--- config.mk ---
export PLATFORM = sky130hd
export DESIGN_NAME = mmio_led_ctrl
export DESIGN_NICKNAME = d
export VERILOG_FILES = /design/src/rtl/mmio_led_pkg.sv /design/src/rtl/led_channel.sv /design/src/rtl/mmio_led_ctrl.sv
export SDC_FILE = /design/constraint.sdc
export NUM_CORES = 1
export LEC_CHECK = 0
export CAP_MARGIN = 20
export CORE_AREA = 2 2 155 157
export CTS_BUF_LIST = sky130_fd_sc_hd__clkbuf_4 sky130_fd_sc_hd__clkbuf_8 sky130_fd_sc_hd__clkbuf_16
export DETAILED_ROUTE_END_ITERATION = 10
export DIE_AREA = 0 0 157 159
export GPL_TIMING_DRIVEN = 0
export MAX_ROUTING_LAYER = met4
export PLACE_DENSITY = 0.82
export SYNTH_ARGS = -nofsm -noshare
export SYNTH_HDL_FRONTEND = slang
export SYNTH_SLANG_ARGS = --single-unit
--- constraint.sdc ---
create_clock -name clk -period 3.9 [get_ports clk]
set_clock_uncertainty 0.1 [all_clocks]
set_input_delay 0.39 -clock clk [delete_from_list [all_inputs] [get_ports clk]]
set_output_delay 0.39 -clock clk [all_outputs]
set_load 0.05 [all_outputs]
--- src/rtl/mmio_led_pkg.sv ---
// Shared definitions for the memory-mapped LED peripheral: mode encodings,
// CFG field positions and register word offsets within the address window.
package mmio_led_pkg;

    typedef enum logic [1:0] {
        MODE_STATIC = 2'b00,
        MODE_BLINK  = 2'b01,
        MODE_PWM    = 2'b10,
        MODE_RSVD   = 2'b11
    } led_mode_t;

    localparam int MODE_LSB   = 0;
    localparam int MODE_W     = 2;
    localparam int DUTY_LSB   = 8;
    localparam int HALF_LSB   = 16;

    localparam int OUT_OFFSET = 0;
    localparam int CFG_OFFSET = 1;

endpackage

--- src/rtl/led_channel.sv ---
// One LED channel: owns its blink counter and phase, and selects the next
// LED level from static, blink or PWM according to its CFG word.
module led_channel
    import mmio_led_pkg::*;
#(
    parameter int PWM_W   = 8,
    parameter int BLINK_W = 16
) (
    input  logic             i_clk,
    input  logic             i_reset,
    input  logic             i_clk_enable,
    input  logic [31:0]      i_cfg,
    input  logic             i_static,
    input  logic [PWM_W-1:0] i_pwm_cnt,
    input  logic             i_restart,
    output logic             o_led_next
);

    logic [BLINK_W-1:0] r_blink_cnt;
    logic               r_phase;

    led_mode_t          w_mode;
    logic [PWM_W-1:0]   w_duty;
    logic [BLINK_W-1:0] w_half;
    logic               w_unused_cfg;

    assign w_mode       = led_mode_t'(i_cfg[MODE_LSB +: MODE_W]);
    assign w_duty       = i_cfg[DUTY_LSB +: PWM_W];
    assign w_half       = i_cfg[HALF_LSB +: BLINK_W];
    // Bits between the mode and duty fields carry no meaning here.
    assign w_unused_cfg = ^i_cfg;

    // Blink timebase: a config write restarts from phase 0, otherwise count
    // enables up to the half-period and toggle the phase on reaching it.
    always_ff @(posedge i_clk) begin
        if (i_reset) begin
            r_blink_cnt <= '0;
            r_phase     <= 1'b0;
        end else if (i_restart) begin
            r_blink_cnt <= '0;
            r_phase     <= 1'b0;
        end else if (i_clk_enable) begin
            if (r_blink_cnt == w_half) begin
                r_blink_cnt <= '0;
                r_phase     <= ~r_phase;
            end else begin
                r_blink_cnt <= r_blink_cnt + 1'b1;
            end
        end
    end

    // Level selection; the reserved mode behaves as static.
    always_comb begin
        o_led_next = i_static;
        case (w_mode)
            MODE_BLINK: o_led_next = r_phase;
            MODE_PWM:   o_led_next = (i_pwm_cnt < w_duty);
            default:    o_led_next = i_static;
        endcase
    end

endmodule

--- src/rtl/mmio_led_ctrl.sv ---
// Memory-mapped LED peripheral: OUT and CFG[i] registers in a NUM_LEDS+1 word
// window at BASE_ADDR, a shared PWM counter, per-channel blink/PWM/static
// selection and a registered readback path with a hit flag.
// Optional build macro MMIO_LED_ACTIVE_LOW_EN inverts the led port for
// active-low boards; readback always returns the logical register values.
module mmio_led_ctrl
    import mmio_led_pkg::*;
#(
    parameter int                NUM_LEDS  = 5,
    parameter int                ADDR_W    = 8,
    parameter logic [ADDR_W-1:0] BASE_ADDR = 8'hF0,
    parameter int                PWM_W     = 8,
    parameter int                BLINK_W   = 16
) (
    input  logic                clk,
    input  logic                reset,
    input  logic                clk_enable,
    input  logic [ADDR_W-1:0]   write_address,
    input  logic [31:0]         write_data,
    input  logic                write_enable,
    input  logic [ADDR_W-1:0]   read_address,
    output logic [31:0]         read_data,
    output logic                hit,
    output logic [NUM_LEDS-1:0] led
);

    localparam logic [ADDR_W-1:0] WIN_WORDS = ADDR_W'(NUM_LEDS + 1);
    localparam logic [ADDR_W-1:0] OUT_ADDR  = ADDR_W'(OUT_OFFSET);

    logic [NUM_LEDS-1:0] r_out;
    logic [31:0]         r_cfg [NUM_LEDS];
    logic [PWM_W-1:0]    r_pwm_cnt;
    logic [NUM_LEDS-1:0] r_led;
    logic [31:0]         r_read_data;
    logic                r_hit;

    logic [ADDR_W-1:0]   w_wr_off;
    logic [ADDR_W-1:0]   w_rd_off;
    logic                w_wr_in;
    logic                w_rd_in;
    logic                w_wr_fire;
    logic [NUM_LEDS-1:0] w_restart;
    logic [NUM_LEDS-1:0] w_led_next;
    logic [31:0]         w_rd_word;

    assign w_wr_off  = write_address - BASE_ADDR;
    assign w_rd_off  = read_address - BASE_ADDR;
    assign w_wr_in   = (write_address >= BASE_ADDR) && (w_wr_off < WIN_WORDS);
    assign w_rd_in   = (read_address >= BASE_ADDR) && (w_rd_off < WIN_WORDS);
    assign w_wr_fire = write_enable && clk_enable && w_wr_in;

    // Register file: OUT keeps only the implemented channel bits.
    always_ff @(posedge clk) begin
        if (reset) begin
            r_out <= '0;
            for (int i = 0; i < NUM_LEDS; i++) begin
                r_cfg[i] <= '0;
            end
        end else if (w_wr_fire) begin
            if (w_wr_off == OUT_ADDR) begin
                r_out <= write_data[NUM_LEDS-1:0];
            end
            for (int i = 0; i < NUM_LEDS; i++) begin
                if (w_wr_off == ADDR_W'(CFG_OFFSET + i)) begin
                    r_cfg[i] <= write_data;
                end
            end
        end
    end

    // Shared PWM timebase, wraps naturally at 2**PWM_W.
    always_ff @(posedge clk) begin
        if (reset) begin
            r_pwm_cnt <= '0;
        end else if (clk_enable) begin
            r_pwm_cnt <= r_pwm_cnt + 1'b1;
        end
    end

    for (genvar g = 0; g < NUM_LEDS; g++) begin : g_ch
        assign w_restart[g] = w_wr_fire && (w_wr_off == ADDR_W'(CFG_OFFSET + g));

        led_channel #(
            .PWM_W   (PWM_W),
            .BLINK_W (BLINK_W)
        ) u_channel (
            .i_clk        (clk),
            .i_reset      (reset),
            .i_clk_enable (clk_enable),
            .i_cfg        (r_cfg[g]),
            .i_static     (r_out[g]),
            .i_pwm_cnt    (r_pwm_cnt),
            .i_restart    (w_restart[g]),
            .o_led_next   (w_led_next[g])
        );
    end

    // LED drive register, advancing only on enable cycles.
    always_ff @(posedge clk) begin
        if (reset) begin
            r_led <= '0;
        end else if (clk_enable) begin
            r_led <= w_led_next;
        end
    end

    // Readback mux over the current (pre-edge) register contents.
    always_comb begin
        w_rd_word = '0;
        if (w_rd_off == OUT_ADDR) begin
            w_rd_word = 32'(r_out);
        end
        for (int i = 0; i < NUM_LEDS; i++) begin
            if (w_rd_off == ADDR_W'(CFG_OFFSET + i)) begin
                w_rd_word = r_cfg[i];
            end
        end
    end

    // Registered readback, one enable of latency like the data memory.
    always_ff @(posedge clk) begin
        if (reset) begin
            r_read_data <= '0;
            r_hit       <= 1'b0;
        end else if (clk_enable) begin
            r_hit       <= w_rd_in;
            r_read_data <= w_rd_in ? w_rd_word : 32'h0;
        end
    end

    assign read_data = r_read_data;
    assign hit       = r_hit;

`ifdef MMIO_LED_ACTIVE_LOW_EN
    assign led = ~r_led;
`else
    assign led = r_led;
`endif

endmodule

==> impl_table.tex, run 1 <==
\begin{tabular}{lr}
\hline
Metric & Value \\
\hline
\multicolumn{2}{l}{\textbf{Synth}} \\
Top cells by area, synth & sky130\_fd\_sc\_hd\_\_edfxtp\_1, sky130\_fd\_sc\_hd\_\_dfxtp\_1, sky130\_fd\_sc\_hd\_\_xor2\_1 \\
Count of warnings emitted by yosys & 0 \\
Synthesized instance count & 1291 \\
Synth top area share & 34.7\% \\
Asr flop ratio synth & 0\% \\
Mapped Avg Cell Area & 10.7 µm² \\
Post-synthesis cell type count & 51 \\
Most used flip-flop cell after synthesis & sky130\_fd\_sc\_hd\_\_edfxtp\_1 \\
Top cell type by total area after synthesis & sky130\_fd\_sc\_hd\_\_edfxtp\_1 \\
Net count after synthesis & 1394 \\
Share of synthesized area occupied by flip-flops and latches & 54.3\% \\
Post-synth EDFFs & 160 \\
Seq cells post-synth & 296 \\
Cell area after technology mapping & 13900 µm² \\
\multicolumn{2}{l}{\textbf{Critical path}} \\
Reg2reg setup slack & 1.67 ns \\
R2r worst-path depth & 7 \\
Largest fanout on the critical path & 34 \\
Cell chain of the critical path & clkdlybuf4s50\_1 > nand4\_4 > nor4\_4 > a21o\_2 > o21bai\_2 > buf\_6 > nor2\_1 \\
Largest stage delay on the critical path & 0.87 ns \\
Element type at the critical path start & input pin \\
CP arrival & 3.40 ns \\
Req. time, crit path & 4.24 ns \\
Critical path type & in2reg \\
Startpoint of the lowest-slack register-to-register path & r\_cfg[0][0]\$\_DFFE\_PP\_ \\
Worst reg2reg path endpoint & led[0]\$\_SDFFE\_PP0P\_ \\
Standard cell with the maximum stage delay on the critical path & sky130\_fd\_sc\_hd\_\_clkdlybuf4s50\_1 \\
Endpoint type of the worst setup path & register \\
\multicolumn{2}{l}{\textbf{Global route}} \\
Grt total ovfl & 0 \\
Maximum number of pins on one net before global-route repair & 35 \\
Number of antenna violations at the first check in global routing & 0 \\
Vias in the first global route & 10300 \\
All-layer global routing usage & 30.8\% \\
First-pass GRT wire length & 57.2 mm \\
\multicolumn{2}{l}{\textbf{Finish}} \\
Proportion of layout cells with a drive suffix above 1 & 6.35\% \\
Sequential cell area & 7530 µm² \\
Multi-input gate area & 5870 µm² \\
Number of inserted filler cells in the final layout & 1645 \\
Commonest cells after routing, fill and taps aside & sky130\_fd\_sc\_hd\_\_nand2\_1, sky130\_fd\_sc\_hd\_\_edfxtp\_1, sky130\_fd\_sc\_hd\_\_dfxtp\_1 \\
Number of nets in the finished design & 1515 \\
Number of antenna cells inserted & 0 \\
Final instance count without filler cells & 1753 \\
Design area & 16100 µm² \\
Area added between synthesis and finish & 16.5\% \\
\multicolumn{2}{l}{\textbf{Detailed routing}} \\
Ratio of routed vias to standard cells & 6.03 \\
Total vias in the final route & 10600 \\
Iter 0 DRT Violations & 1132 \\
Antenna Violating Nets Remaining & 0 \\
Detailed-routing iteration count for the pre-antenna-repair pass & 6 \\
Wire length reported by the detailed router & 37.0 mm \\
\# DRC & 0 \\
Avg WL per Cell & 21.1 µm \\
\multicolumn{2}{l}{\textbf{Die}} \\
Placeable core region & 23200 µm² \\
Boundary Pins & 90 \\
Starting density of the core & 59.7\% \\
Row Count & 56 \\
Overall die width & 157 µm \\
Total Die Area & 25000 µm² \\
Die H & 159 µm \\
\multicolumn{2}{l}{\textbf{Clock network}} \\
Root buffer cell & sky130\_fd\_sc\_hd\_\_clkbuf\_16 \\
TritonCTS clock tree & yes \\
H-tree Lvls & 1 \\
Hold buffer count at CTS & 0 \\
Clk slew on worst S/H paths & 0.06 ns \\
Inserted Clock Buffers & 29 \\
Skew-Pair Late Insertion Delay & 0.55 ns \\
CTS resizes & 0 \\
Post-CTS Setup Repair Bufs & 0 \\
Max Buffers Root-to-Sink & 3 \\
Sink Count & 296 \\
\multicolumn{2}{l}{\textbf{Timing}} \\
Shortest period the worst path allows & 3.06 ns \\
Tightest Pin Transition & 0.966 ns \\
Final-report setup violation count & 0 \\
Crit share post-route & 78.5\% \\
Max-slew violation count & 0 \\
RSZ-0062 raised after global routing & false \\
Post-Route Setup TNS & 0 ns \\
Achievable frequency & 326 MHz \\
Max-slew headroom at the worst pin & 35.6\% \\
Final Hold Vio Count & 0 \\
\multicolumn{2}{l}{\textbf{Place}} \\
Total cell area at the placement stage & 15200 µm² \\
DP HPWL & 26.5 mm \\
Weighted congestion reported at the end of routability-driven placement & 0.903 \\
Total placed cells including tap cells & 1700 \\
Count of input and output buffers & 87 \\
\multicolumn{2}{l}{\textbf{Power and ir drop}} \\
Pleak & 6.24 nW \\
Worst IR drop on VDD & 0.394 mV \\
Power per standard cell area & 422 nW/µm² \\
\multicolumn{2}{l}{\textbf{Run}} \\
Max capacitance violation total & 0 \\
\multicolumn{2}{l}{\textbf{Min path}} \\
Min-delay src & read\_data[19]\$\_SDFFE\_PP0P\_ \\
Classification of the worst-slack hold path & reg2reg \\
Hold path endpoint & read\_data[19]\$\_SDFFE\_PP0P\_ \\
Number of cells on the worst hold path & 2 \\
\multicolumn{2}{l}{\textbf{Outcome}} \\
Status & complete, no violations \\
\hline
\end{tabular}
-- registers in the layout, indices dropped and copies added (netlist names) --
signal	flops
r_pwm_cnt	8
led	5
r_out	5
read_data	32
g_ch.u_channel.r_blink_cnt	80
hit	1
r_cfg	160
g_ch.u_channel.r_phase	5
-- synthesized netlist by cell type (7+ instances only) --
master and instances:
sky130_fd_sc_hd__edfxtp_1 160, sky130_fd_sc_hd__nand2_1 160, sky130_fd_sc_hd__dfxtp_1 136, sky130_fd_sc_hd__xor2_1 120, sky130_fd_sc_hd__nor2_1 107, sky130_fd_sc_hd__o21ai_0 99, sky130_fd_sc_hd__inv_1 56, sky130_fd_sc_hd__ha_1 51
sky130_fd_sc_hd__mux2i_1 38, sky130_fd_sc_hd__xnor2_1 37, sky130_fd_sc_hd__and2_1 33, sky130_fd_sc_hd__nand4_1 32, sky130_fd_sc_hd__a21oi_1 31, sky130_fd_sc_hd__o221ai_1 27, sky130_fd_sc_hd__clkbuf_1 25, sky130_fd_sc_hd__nor4_1 22
sky130_fd_sc_hd__nand3_1 19, sky130_fd_sc_hd__nor3_1 13, sky130_fd_sc_hd__buf_2 11, sky130_fd_sc_hd__a21o_1 10, sky130_fd_sc_hd__and3_1 9, sky130_fd_sc_hd__and4_1 9, sky130_fd_sc_hd__buf_1 7, sky130_fd_sc_hd__or3_1 7
-- stage by stage --
stage	total power (W)	util, %	hold WS (ns)	setup slack [ns]
floorplan	0.00382	-	0.358	1.46
global placement	0.00403	65.2	0.338	-0.233
detailed placement	0.00405	65.5	0.344	0.264
CTS	0.00679	69.6	0.354	0.852
global route	0.00697	69.6	0.383	0.713
finish	0.00680	69.6	0.353	0.837
-- power by group --
| part | switching (W) | internal [W] | leakage, nW |
|---|---|---|---|
| Clock | 0.00116 | 0.00165 | 0.476 |
| Combinational | 0.000316 | 0.000208 | 3.15 |
| Sequential | 0.0000916 | 0.00339 | 2.62 |
| Total | 0.00156 | 0.00524 | 6.24 |
-- how the worst max path moves through the flow --
| stage | depth (start not counted) | slack, ns | startpoint | to |
|---|---|---|---|---|
| global placement | 7 | -0.23 | clk_enable | g_ch[1].u_channel.r_blink_cnt[13]$_SDFFE_PP0P_ |
| global route | 7 | 0.71 | clk_enable | g_ch[3].u_channel.r_blink_cnt[11]$_SDFFE_PP0P_ |
| detailed placement | 7 | 0.26 | clk_enable | g_ch[3].u_channel.r_blink_cnt[10]$_SDFFE_PP0P_ |
| floorplan | 6 | 1.46 | write_address[7] | g_ch[1].u_channel.r_blink_cnt[13]$_SDFFE_PP0P_ |
| CTS | 7 | 0.85 | clk_enable | g_ch[3].u_channel.r_blink_cnt[6]$_SDFFE_PP0P_ |
| finish | 7 | 0.84 | clk_enable | g_ch[3].u_channel.r_blink_cnt[6]$_SDFFE_PP0P_ |
-- final cells by class --
cell class                 instances  share of cell area, %
sequential                       296                   46.6
multi-input combinational        887                   36.3
timing repair buffer              90                   5.81
clock buffer                      41                   5.05
tap                              319                   2.47
buffer                            52                   1.58
inverter                          56                   1.30
clock inverter                    12                  0.791
-- cells by family after synthesis --
logic type | synth area share, %
AOI/OAI and AO/OA | 9.00
xor gates and xnor gates | 9.93
adders and majority gates | 4.61
buffers and inverters | 3.36
DFF | 54.3
muxes | 3.56
and+or+nand+nor | 15.2
-- worst max-delay path, delay by kind of cell --
kind            cells  cell delay [ns]
compound gates      2             1.16
simple gates        3             0.74
buf+inv             2             1.07
-- metal layers --
layer | wire, µm | vias up | GRT usage, %
met2 | 17100 | 569 | 47.7
li1 | - | 4807 | -
met1 | 14300 | 5074 | 39.7
met3 | 3670 | 124 | 5.42
met4 | 1880 | 0 | 13.8
met5 | 0 | - | -
(Power assumes the default switching activity.)
==> run 2, diff against run 1 <==
--- a/config.mk
+++ b/config.mk
@@ -6,13 +6,13 @@
 export NUM_CORES = 1
 export LEC_CHECK = 0
 export CAP_MARGIN = 20
-export CORE_AREA = 2 2 155 157
+export CORE_AREA = 2 2 164 166
 export CTS_BUF_LIST = sky130_fd_sc_hd__clkbuf_4 sky130_fd_sc_hd__clkbuf_8 sky130_fd_sc_hd__clkbuf_16
 export DETAILED_ROUTE_END_ITERATION = 10
-export DIE_AREA = 0 0 157 159
+export DIE_AREA = 0 0 166 168
 export GPL_TIMING_DRIVEN = 0
 export MAX_ROUTING_LAYER = met4
-export PLACE_DENSITY = 0.82
+export PLACE_DENSITY = 0.78
 export SYNTH_ARGS = -nofsm -noshare
 export SYNTH_HDL_FRONTEND = slang
 export SYNTH_SLANG_ARGS = --single-unit
==> constraint.sdc (replaced) <==
create_clock -name clk -period 2.6 [get_ports clk]
set_clock_uncertainty 0.1 [all_clocks]
set_input_delay 0.26 -clock clk [delete_from_list [all_inputs] [get_ports clk]]
set_output_delay 0.26 -clock clk [all_outputs]
set_load 0.05 [all_outputs]
==> impl_table.tex, run 2 (same netlist as run 1, synthesis figures left out) <==
\begin{tabular}{lr}
\hline
Metric & Value \\
\hline
\multicolumn{2}{l}{\textbf{Critical path}} \\
Largest stage delay on the critical path & 0.67 ns (was 0.87 ns) \\
Reg2reg setup slack & 0.38 ns (was 1.67 ns) \\
Worst setup path startpoint & clk\_enable (unchanged) \\
Largest fanout on the critical path & 34 (unchanged) \\
Startpoint of the lowest-slack register-to-register path & r\_cfg[0][159]\$\_DFFE\_PP\_ (was r\_cfg[0][0]\$\_DFFE\_PP\_) \\
Endpoint type of the worst setup path & register (unchanged) \\
Capture point of the worst path & g\_ch[2].u\_channel.r\_blink\_cnt[6]\$\_SDFFE\_PP0P\_ (was g\_ch[3].u\_channel.r\_blink\_cnt[6]\$\_SDFFE\_PP0P\_) \\
Req. time, crit path & 2.95 ns (was 4.24 ns) \\
Worst reg2reg path endpoint & g\_ch[4].u\_channel.r\_blink\_cnt[15]\$\_SDFFE\_PP0P\_ (was led[0]\$\_SDFFE\_PP0P\_) \\
Cell chain of the critical path & dlygate4sd2\_1 > nand4\_4 > nor4\_2 > a21o\_4 > o21bai\_2 > buf\_2 > nor2\_1 (was clkdlybuf4s50\_1 > nand4\_4 > nor4\_4 > a21o\_2 > o21bai\_2 > buf\_6 > nor2\_1) \\
Standard cell with the maximum stage delay on the critical path & sky130\_fd\_sc\_hd\_\_dlygate4sd2\_1 (was sky130\_fd\_sc\_hd\_\_clkdlybuf4s50\_1) \\
R2r worst-path depth & 6 (was 7) \\
Element type at the critical path start & input pin (unchanged) \\
CP arrival & 2.87 ns (was 3.40 ns) \\
Critical path type & in2reg (unchanged) \\
\multicolumn{2}{l}{\textbf{Timing}} \\
Final Hold Vio Count & 0 (unchanged) \\
Max-slew violation count & 0 (unchanged) \\
Crit share post-route & 96.8\% \\
Shortest period the worst path allows & 2.52 ns \\
Max-slew headroom at the worst pin & 44.1\% (was 35.6\%) \\
Final critical-path setup slack & 0.0841 ns (was 0.837 ns) \\
RSZ-0062 raised after global routing & false (unchanged) \\
Achievable frequency & 397 MHz \\
Final-report setup violation count & 0 (unchanged) \\
Tightest Pin Transition & 0.835 ns (was 0.966 ns) \\
\multicolumn{2}{l}{\textbf{Power and ir drop}} \\
Power consumption & 0.0110 W (was 0.00680 W) \\
Sw Pwr & 0.00253 W (was 0.00156 W) \\
Power per standard cell area & 671 nW/µm² (was 422 nW/µm²) \\
Pleak & 6.31 nW (was 6.24 nW) \\
Proportion of total power due to net switching & 23.1\% (was 23.0\%) \\
Combinational cell fraction of total power & 7.2\% (was 7.7\%) \\
Worst IR drop on VDD & 0.626 mV (was 0.394 mV) \\
Cell-internal power & 0.00844 W (was 0.00524 W) \\
Sequential fraction of design power & 47.5\% (was 51.1\%) \\
Share of power burned in the clock network & 45.3\% (was 41.2\%) \\
\multicolumn{2}{l}{\textbf{Place}} \\
Total cell area at the placement stage & 15200 µm² (about the same) \\
DP HPWL & 26.3 mm (was 26.5 mm) \\
Post-Place Setup Slack & -0.928 ns (was 0.264 ns) \\
Count of input and output buffers & 87 (unchanged) \\
Weighted congestion reported at the end of routability-driven placement & 0.908 (was 0.903) \\
\multicolumn{2}{l}{\textbf{Run}} \\
Max capacitance violation total & 0 (unchanged) \\
\multicolumn{2}{l}{\textbf{Detailed routing}} \\
Ratio of routed vias to standard cells & 5.95 (was 6.03) \\
Total vias in the final route & 10600 (about the same) \\
Detailed-routing iteration count for the pre-antenna-repair pass & 5 (was 6) \\
Iter 0 DRT Violations & 1025 (was 1132) \\
Wire length reported by the detailed router & 37.4 mm (was 37.0 mm) \\
Avg WL per Cell & 21.1 µm (about the same) \\
\# DRC & 0 (unchanged) \\
Antenna Violating Nets Remaining & 0 (unchanged) \\
\multicolumn{2}{l}{\textbf{Global route}} \\
Met3 routing resource usage after global routing & 4.02\% (was 5.42\%) \\
Grt total ovfl & 0 (unchanged) \\
Number of antenna violations at the first check in global routing & 0 (unchanged) \\
First-pass GRT wire length & 57.0 mm (was 57.2 mm) \\
Routing usage on met2 & 43.4\% (was 47.7\%) \\
Vias in the first global route & 10200 (was 10300) \\
Maximum number of pins on one net before global-route repair & 35 (unchanged) \\
Met1 track utilization from global routing & 34.7\% (was 39.7\%) \\
All-layer global routing usage & 27.0\% (was 30.8\%) \\
Busiest grt layer & met2 (unchanged) \\
\multicolumn{2}{l}{\textbf{Clock network}} \\
Max Buffers Root-to-Sink & 3 (unchanged) \\
Clk slew on worst S/H paths & 0.07 ns (was 0.06 ns) \\
Root buffer cell & sky130\_fd\_sc\_hd\_\_clkbuf\_16 (unchanged) \\
Sink Count & 296 (unchanged) \\
Hold buffer count at CTS & 0 (unchanged) \\
Inserted Clock Buffers & 30 (was 29) \\
Skew-Pair Late Insertion Delay & 0.56 ns (was 0.55 ns) \\
CTS resizes & 3 (was 0) \\
TritonCTS clock tree & yes (unchanged) \\
Post-CTS Setup Repair Bufs & 0 (unchanged) \\
H-tree Lvls & 1 (unchanged) \\
\multicolumn{2}{l}{\textbf{Finish}} \\
Number of antenna cells inserted & 0 (unchanged) \\
Number of nets in the finished design & 1514 (was 1515) \\
Commonest cells after routing, fill and taps aside & sky130\_fd\_sc\_hd\_\_nand2\_1, sky130\_fd\_sc\_hd\_\_edfxtp\_1, sky130\_fd\_sc\_hd\_\_dfxtp\_1 (unchanged) \\
Max reg flops & 160 (unchanged) \\
Register name with the most flops & r\_cfg (unchanged) \\
Proportion of layout cells with a drive suffix above 1 & 6.76\% (was 6.35\%) \\
Area added between synthesis and finish & 18.0\% (was 16.5\%) \\
Design area & 16300 µm² (was 16100 µm²) \\
\multicolumn{2}{l}{\textbf{Die}} \\
Starting density of the core & 52.6\% (was 59.7\%) \\
Total Die Area & 27900 µm² (was 25000 µm²) \\
Placeable core region & 26400 µm² (was 23200 µm²) \\
Row Count & 60 (was 56) \\
Die H & 168 µm (was 159 µm) \\
Boundary Pins & 90 (unchanged) \\
Overall die width & 166 µm (was 157 µm) \\
\multicolumn{2}{l}{\textbf{Min path}} \\
Classification of the worst-slack hold path & in2reg (was reg2reg) \\
Min-delay src & write\_data[4] (was read\_data[19]\$\_SDFFE\_PP0P\_) \\
\multicolumn{2}{l}{\textbf{Outcome}} \\
Status & complete, no violations (unchanged) \\
\hline
\end{tabular}
==> run 2: cell count changes in the layout (fill, tap and decap cells not counted), sizes merged <==
| cell | delta |
|---|---|
| inv | +1 |
| clkdlybuf4s50 | -1 |
| bufinv | +5 |
| dlygate4sd2 | +1 |
| buf | -2 |
| clkinvlp | +3 |
| clkbuf | -7 |
| clkinv | +1 |
==> run 2: worst min-delay path by stage <==
| stage | endpoint | slack (ns) | cells after the start |
|---|---|---|---|
| detailed placement | read_data[24]$_SDFFE_PP0P_ | 0.34 | 2 |
| finish | r_out[4]$_SDFFE_PP0P_ | 0.21 | 3 |
| floorplan | r_out[0]$_SDFFE_PP0P_ | 0.31 | 2 |
| CTS | r_out[4]$_SDFFE_PP0P_ | 0.19 | 3 |
| global placement | read_data[3]$_SDFFE_PP0P_ | 0.34 | 2 |
| global route | r_out[4]$_SDFFE_PP0P_ | 0.24 | 3 |
==> run 2: critical path, delay by kind of cell <==
kind,cells,cell delay (ns)
buf+inv,2,0.96
compound gates,2,0.85
simple gates,3,0.77
==> run 2: layout make-up <==
class | count | area (µm²)
clock inverters | 22 | 328
inverters | 56 | 210
repair buffers | 88 | 890
clock buffers | 34 | 816
flip-flops and latches | 296 | 7530
multi-input cells | 887 | 5890
fillers | 2024 | 10000
well taps | 341 | 427
plain buffers | 52 | 255
==> run 2: per-layer routing <==
| metal | routed length, µm | vias up |
|---|---|---|
| li1 | - | 4806 |
| met4 | 1510 | 0 |
| met1 | 15400 | 5141 |
| met5 | 0 | - |
| met2 | 17500 | 513 |
| met3 | 3060 | 102 |
==> run 2: power by group through the flow <==
stage	clock (W)	sequential (W)	combinational [W]
finish	0.00497	0.00521	0.000791
global route	0.00513	0.00523	0.000853
global placement	0	0.00531	0.000749
detailed placement	0	0.00531	0.000770
floorplan	0	0.00528	0.000445
CTS	0.00497	0.00521	0.000779
==> run 2: stage by stage <==
| stage | utilization, % | std cells | TNS, ns | hold WS (ns) |
|---|---|---|---|---|
| 2_1_floorplan | - | 1291 | 0 | 0.307 |
| 3_3_place_gp | 57.5 | 1719 | -321.06 | 0.336 |
| 4_1_cts | 62.0 | 1776 | -0.940 | 0.187 |
| 6_report | 62.0 | 1776 | 0 | 0.215 |
| 3_5_place_dp | 57.6 | 1720 | -193.38 | 0.343 |
| 5_1_grt | 62.0 | 1776 | 0 | 0.244 |
==> run 3, diff against run 2 <==
--- a/config.mk
+++ b/config.mk
@@ -6,13 +6,12 @@
 export NUM_CORES = 1
 export LEC_CHECK = 0
 export CAP_MARGIN = 20
-export CORE_AREA = 2 2 164 166
+export CORE_AREA = 2 2 202 204
 export CTS_BUF_LIST = sky130_fd_sc_hd__clkbuf_4 sky130_fd_sc_hd__clkbuf_8 sky130_fd_sc_hd__clkbuf_16
 export DETAILED_ROUTE_END_ITERATION = 10
-export DIE_AREA = 0 0 166 168
-export GPL_TIMING_DRIVEN = 0
+export DIE_AREA = 0 0 204 206
 export MAX_ROUTING_LAYER = met4
-export PLACE_DENSITY = 0.78
+export PLACE_DENSITY = 0.56
 export SYNTH_ARGS = -nofsm -noshare
 export SYNTH_HDL_FRONTEND = slang
 export SYNTH_SLANG_ARGS = --single-unit
==> impl_table.tex, run 3 (same netlist as run 1, synthesis figures left out) <==
\begin{tabular}{lr}
\hline
Metric & Value \\
\hline
\multicolumn{2}{l}{\textbf{Critical path}} \\
Startpoint of the lowest-slack register-to-register path & r\_cfg[0][150]\$\_DFFE\_PP\_ (was r\_cfg[0][159]\$\_DFFE\_PP\_) \\
Combined buffer and inverter count along the critical path & 1 (was 2) \\
Worst path top cell family by delay & simple AND/OR/NAND/NOR gates (was buffers and inverters) \\
Standard cell with the maximum stage delay on the critical path & sky130\_fd\_sc\_hd\_\_edfxtp\_1 (was sky130\_fd\_sc\_hd\_\_dlygate4sd2\_1) \\
Number of gates on the worst path with buffers counted & 6 (was 7) \\
Endpoint type of the worst setup path & register (unchanged) \\
Critical path type & reg2reg (was in2reg) \\
Capture point of the worst path & g\_ch[4].u\_channel.r\_blink\_cnt[8]\$\_SDFFE\_PP0P\_ (was g\_ch[2].u\_channel.r\_blink\_cnt[6]\$\_SDFFE\_PP0P\_) \\
Worst setup path startpoint & r\_cfg[0][150]\$\_DFFE\_PP\_ (was clk\_enable) \\
Element type at the critical path start & register (was input pin) \\
Reg2reg setup slack & 0.38 ns (about the same) \\
CP arrival & 2.55 ns (was 2.87 ns) \\
Largest stage delay on the critical path & 0.45 ns (was 0.67 ns) \\
Cell chain of the critical path & xor2\_1 > nor4\_1 > nand4\_1 > o21bai\_1 > buf\_4 > nor2\_1 (was dlygate4sd2\_1 > nand4\_4 > nor4\_2 > a21o\_4 > o21bai\_2 > buf\_2 > nor2\_1) \\
Largest fanout on the critical path & 12 (was 34) \\
Worst reg2reg path endpoint & g\_ch[4].u\_channel.r\_blink\_cnt[8]\$\_SDFFE\_PP0P\_ (was g\_ch[4].u\_channel.r\_blink\_cnt[15]\$\_SDFFE\_PP0P\_) \\
Req. time, crit path & 2.92 ns (was 2.95 ns) \\
R2r worst-path depth & 6 (unchanged) \\
\multicolumn{2}{l}{\textbf{Clock network}} \\
Clk slew on worst S/H paths & 0.06 ns (was 0.07 ns) \\
Post-CTS Setup Repair Bufs & 0 (unchanged) \\
H-tree Lvls & 2 (was 1) \\
Inserted Clock Buffers & 35 (was 30) \\
Sink Count & 296 (unchanged) \\
CTS resizes & 0 (was 3) \\
Hold buffer count at CTS & 0 (unchanged) \\
Skew-Pair Late Insertion Delay & 0.54 ns (was 0.56 ns) \\
TritonCTS clock tree & yes (unchanged) \\
Root buffer cell & sky130\_fd\_sc\_hd\_\_clkbuf\_16 (unchanged) \\
Max Buffers Root-to-Sink & 3 (unchanged) \\
\multicolumn{2}{l}{\textbf{Timing}} \\
Final-report setup violation count & 0 (unchanged) \\
Tightest Pin Transition & 0.674 ns (was 0.835 ns) \\
Final Hold Vio Count & 0 (unchanged) \\
Achievable frequency & 450 MHz (was 397 MHz) \\
RSZ-0062 raised after global routing & false (unchanged) \\
Crit share post-route & 85.5\% (was 96.8\%) \\
Shortest period the worst path allows & 2.22 ns (was 2.52 ns) \\
Max-slew headroom at the worst pin & 53.9\% (was 44.1\%) \\
Post-Route Setup TNS & 0 ns (unchanged) \\
Max-slew violation count & 0 (unchanged) \\
Final critical-path setup slack & 0.376 ns (was 0.0841 ns) \\
\multicolumn{2}{l}{\textbf{Outcome}} \\
Status & complete, no violations (unchanged) \\
\multicolumn{2}{l}{\textbf{Die}} \\
Boundary Pins & 90 (unchanged) \\
Starting density of the core & 34.5\% (was 52.6\%) \\
Overall die width & 204 µm (was 166 µm) \\
Total Die Area & 42000 µm² (was 27900 µm²) \\
Die H & 206 µm (was 168 µm) \\
Placeable core region & 40200 µm² (was 26400 µm²) \\
Row Count & 74 (was 60) \\
\multicolumn{2}{l}{\textbf{Detailed routing}} \\
Antenna Violating Nets Remaining & 0 (unchanged) \\
Detailed-routing iteration count for the pre-antenna-repair pass & 5 (unchanged) \\
Wire length reported by the detailed router & 38.4 mm (was 37.4 mm) \\
Total vias in the final route & 9826 (was 10600) \\
Avg WL per Cell & 19.6 µm (was 21.1 µm) \\
Iter 0 DRT Violations & 618 (was 1025) \\
Ratio of routed vias to standard cells & 5.01 (was 5.95) \\
\# DRC & 0 (unchanged) \\
\multicolumn{2}{l}{\textbf{Finish}} \\
Register name with the most flops & r\_cfg (unchanged) \\
Number of inserted filler cells in the final layout & 3900 (was 2024) \\
Number of nets in the finished design & 1506 (was 1514) \\
Commonest cells after routing, fill and taps aside & sky130\_fd\_sc\_hd\_\_nand2\_1, sky130\_fd\_sc\_hd\_\_edfxtp\_1, sky130\_fd\_sc\_hd\_\_dfxtp\_1 (unchanged) \\
Proportion of layout cells with a drive suffix above 1 & 8.26\% (was 6.76\%) \\
Area added between synthesis and finish & 21.0\% (was 18.0\%) \\
Max reg flops & 160 (unchanged) \\
\multicolumn{2}{l}{\textbf{Place}} \\
Post-Place Setup Slack & 0.215 ns (was -0.928 ns) \\
DP HPWL & 27.6 mm (was 26.3 mm) \\
Weighted congestion reported at the end of routability-driven placement & 0.849 (was 0.908) \\
Count of input and output buffers & 89 (was 87) \\
\multicolumn{2}{l}{\textbf{Power and ir drop}} \\
Pleak & 6.44 nW (was 6.31 nW) \\
Worst IR drop on VDD & 0.361 mV (was 0.626 mV) \\
Power per standard cell area & 672 nW/µm² (was 671 nW/µm²) \\
\multicolumn{2}{l}{\textbf{Min path}} \\
Classification of the worst-slack hold path & in2reg (unchanged) \\
\multicolumn{2}{l}{\textbf{Global route}} \\
First-pass GRT wire length & 58.7 mm (was 57.0 mm) \\
Vias in the first global route & 9826 (was 10200) \\
Busiest grt layer & met2 (unchanged) \\
All-layer global routing usage & 19.1\% (was 27.0\%) \\
Number of antenna violations at the first check in global routing & 2 (was 0) \\
Maximum number of pins on one net before global-route repair & 93 (was 35) \\
Routing usage on met2 & 31.5\% (was 43.4\%) \\
Met3 routing resource usage after global routing & 2.66\% (was 4.02\%) \\
Grt total ovfl & 0 (unchanged) \\
Met1 track utilization from global routing & 24.4\% (was 34.7\%) \\
\multicolumn{2}{l}{\textbf{Run}} \\
Max capacitance violation total & 0 (unchanged) \\
\hline
\end{tabular}
[run 3: cell types whose count changed in the layout (fill, tap and decap cells not counted), sizes merged]
| cell | before | now |
|---|---|---|
| clkbuf | 60 | 40 |
| buf | 27 | 42 |
| bufinv | 8 | 6 |
| clkinv | 10 | 12 |
| clkdlybuf4s50 | 86 | 85 |
| clkinvlp | 3 | 4 |
| diode | 0 | 1 |
| dlygate4sd2 | 1 | 0 |
[run 3: area by class of cell]
| cell class | count | area, µm² | share of cell area [%] |
|---|---|---|---|
| antenna | 1 | 2.50 | 0.0149 |
| sequential | 296 | 7530 | 44.9 |
| multi-input combinational | 887 | 5870 | 35.0 |
| clock inverter | 23 | 273 | 1.63 |
| inverter | 56 | 210 | 1.25 |
| tap | 532 | 666 | 3.97 |
| clock buffer | 40 | 955 | 5.70 |
| timing repair buffer | 127 | 1260 | 7.51 |
[run 3: per-layer routing]
metal | wire length (µm) | part of all wire (%)
met5 | 0 | 0
met4 | 1040 | 2.7
met2 | 18200 | 47
met1 | 17300 | 45
met3 | 1860 | 4.8
[run 3: worst min-delay path by stage]
stage / from / to / slack (ns) / cells past startpoint
global placement: read_data[26]$_SDFFE_PP0P_ / read_data[26]$_SDFFE_PP0P_ / 0.34 / 2
global route: clk_enable / g_ch[4].u_channel.r_blink_cnt[1]$_SDFFE_PP0P_ / 0.26 / 4
CTS: write_data[4] / r_out[4]$_SDFFE_PP0P_ / 0.22 / 3
detailed placement: read_data[24]$_SDFFE_PP0P_ / read_data[24]$_SDFFE_PP0P_ / 0.34 / 2
floorplan: write_data[0] / r_out[0]$_SDFFE_PP0P_ / 0.31 / 2
finish: read_address[1] / read_data[7]$_SDFFE_PP0P_ / 0.24 / 3
[run 3: power breakdown]
group	total [W]	internal, W	switching [W]
registers	0.00522	0.00508	0.000142
clock network	0.00525	0.00324	0.00201
logic	0.000786	0.000324	0.000462
total	0.0113	0.00864	0.00262
[run 3: tightest hold or removal path, stage by stage]
cell and delay, ns:
sky130_fd_sc_hd__buf_2 0.23, sky130_fd_sc_hd__o221ai_1 0.23, sky130_fd_sc_hd__o21ai_0 0.08
[run 3: metrics by stage]
step | util, % | cell area [µm²] | power, W | hold WS, ns | instances
detailed placement | 38.6 | 15500 | 0.00611 | 0.343 | 1897
floorplan | - | 13900 | 0.00573 | 0.307 | 1291
global placement | 38.6 | 15500 | 0.00610 | 0.337 | 1897
finish | 41.7 | 16800 | 0.0113 | 0.237 | 1962
global route | 41.7 | 16800 | 0.0116 | 0.263 | 1962
CTS | 41.7 | 16700 | 0.0114 | 0.221 | 1960
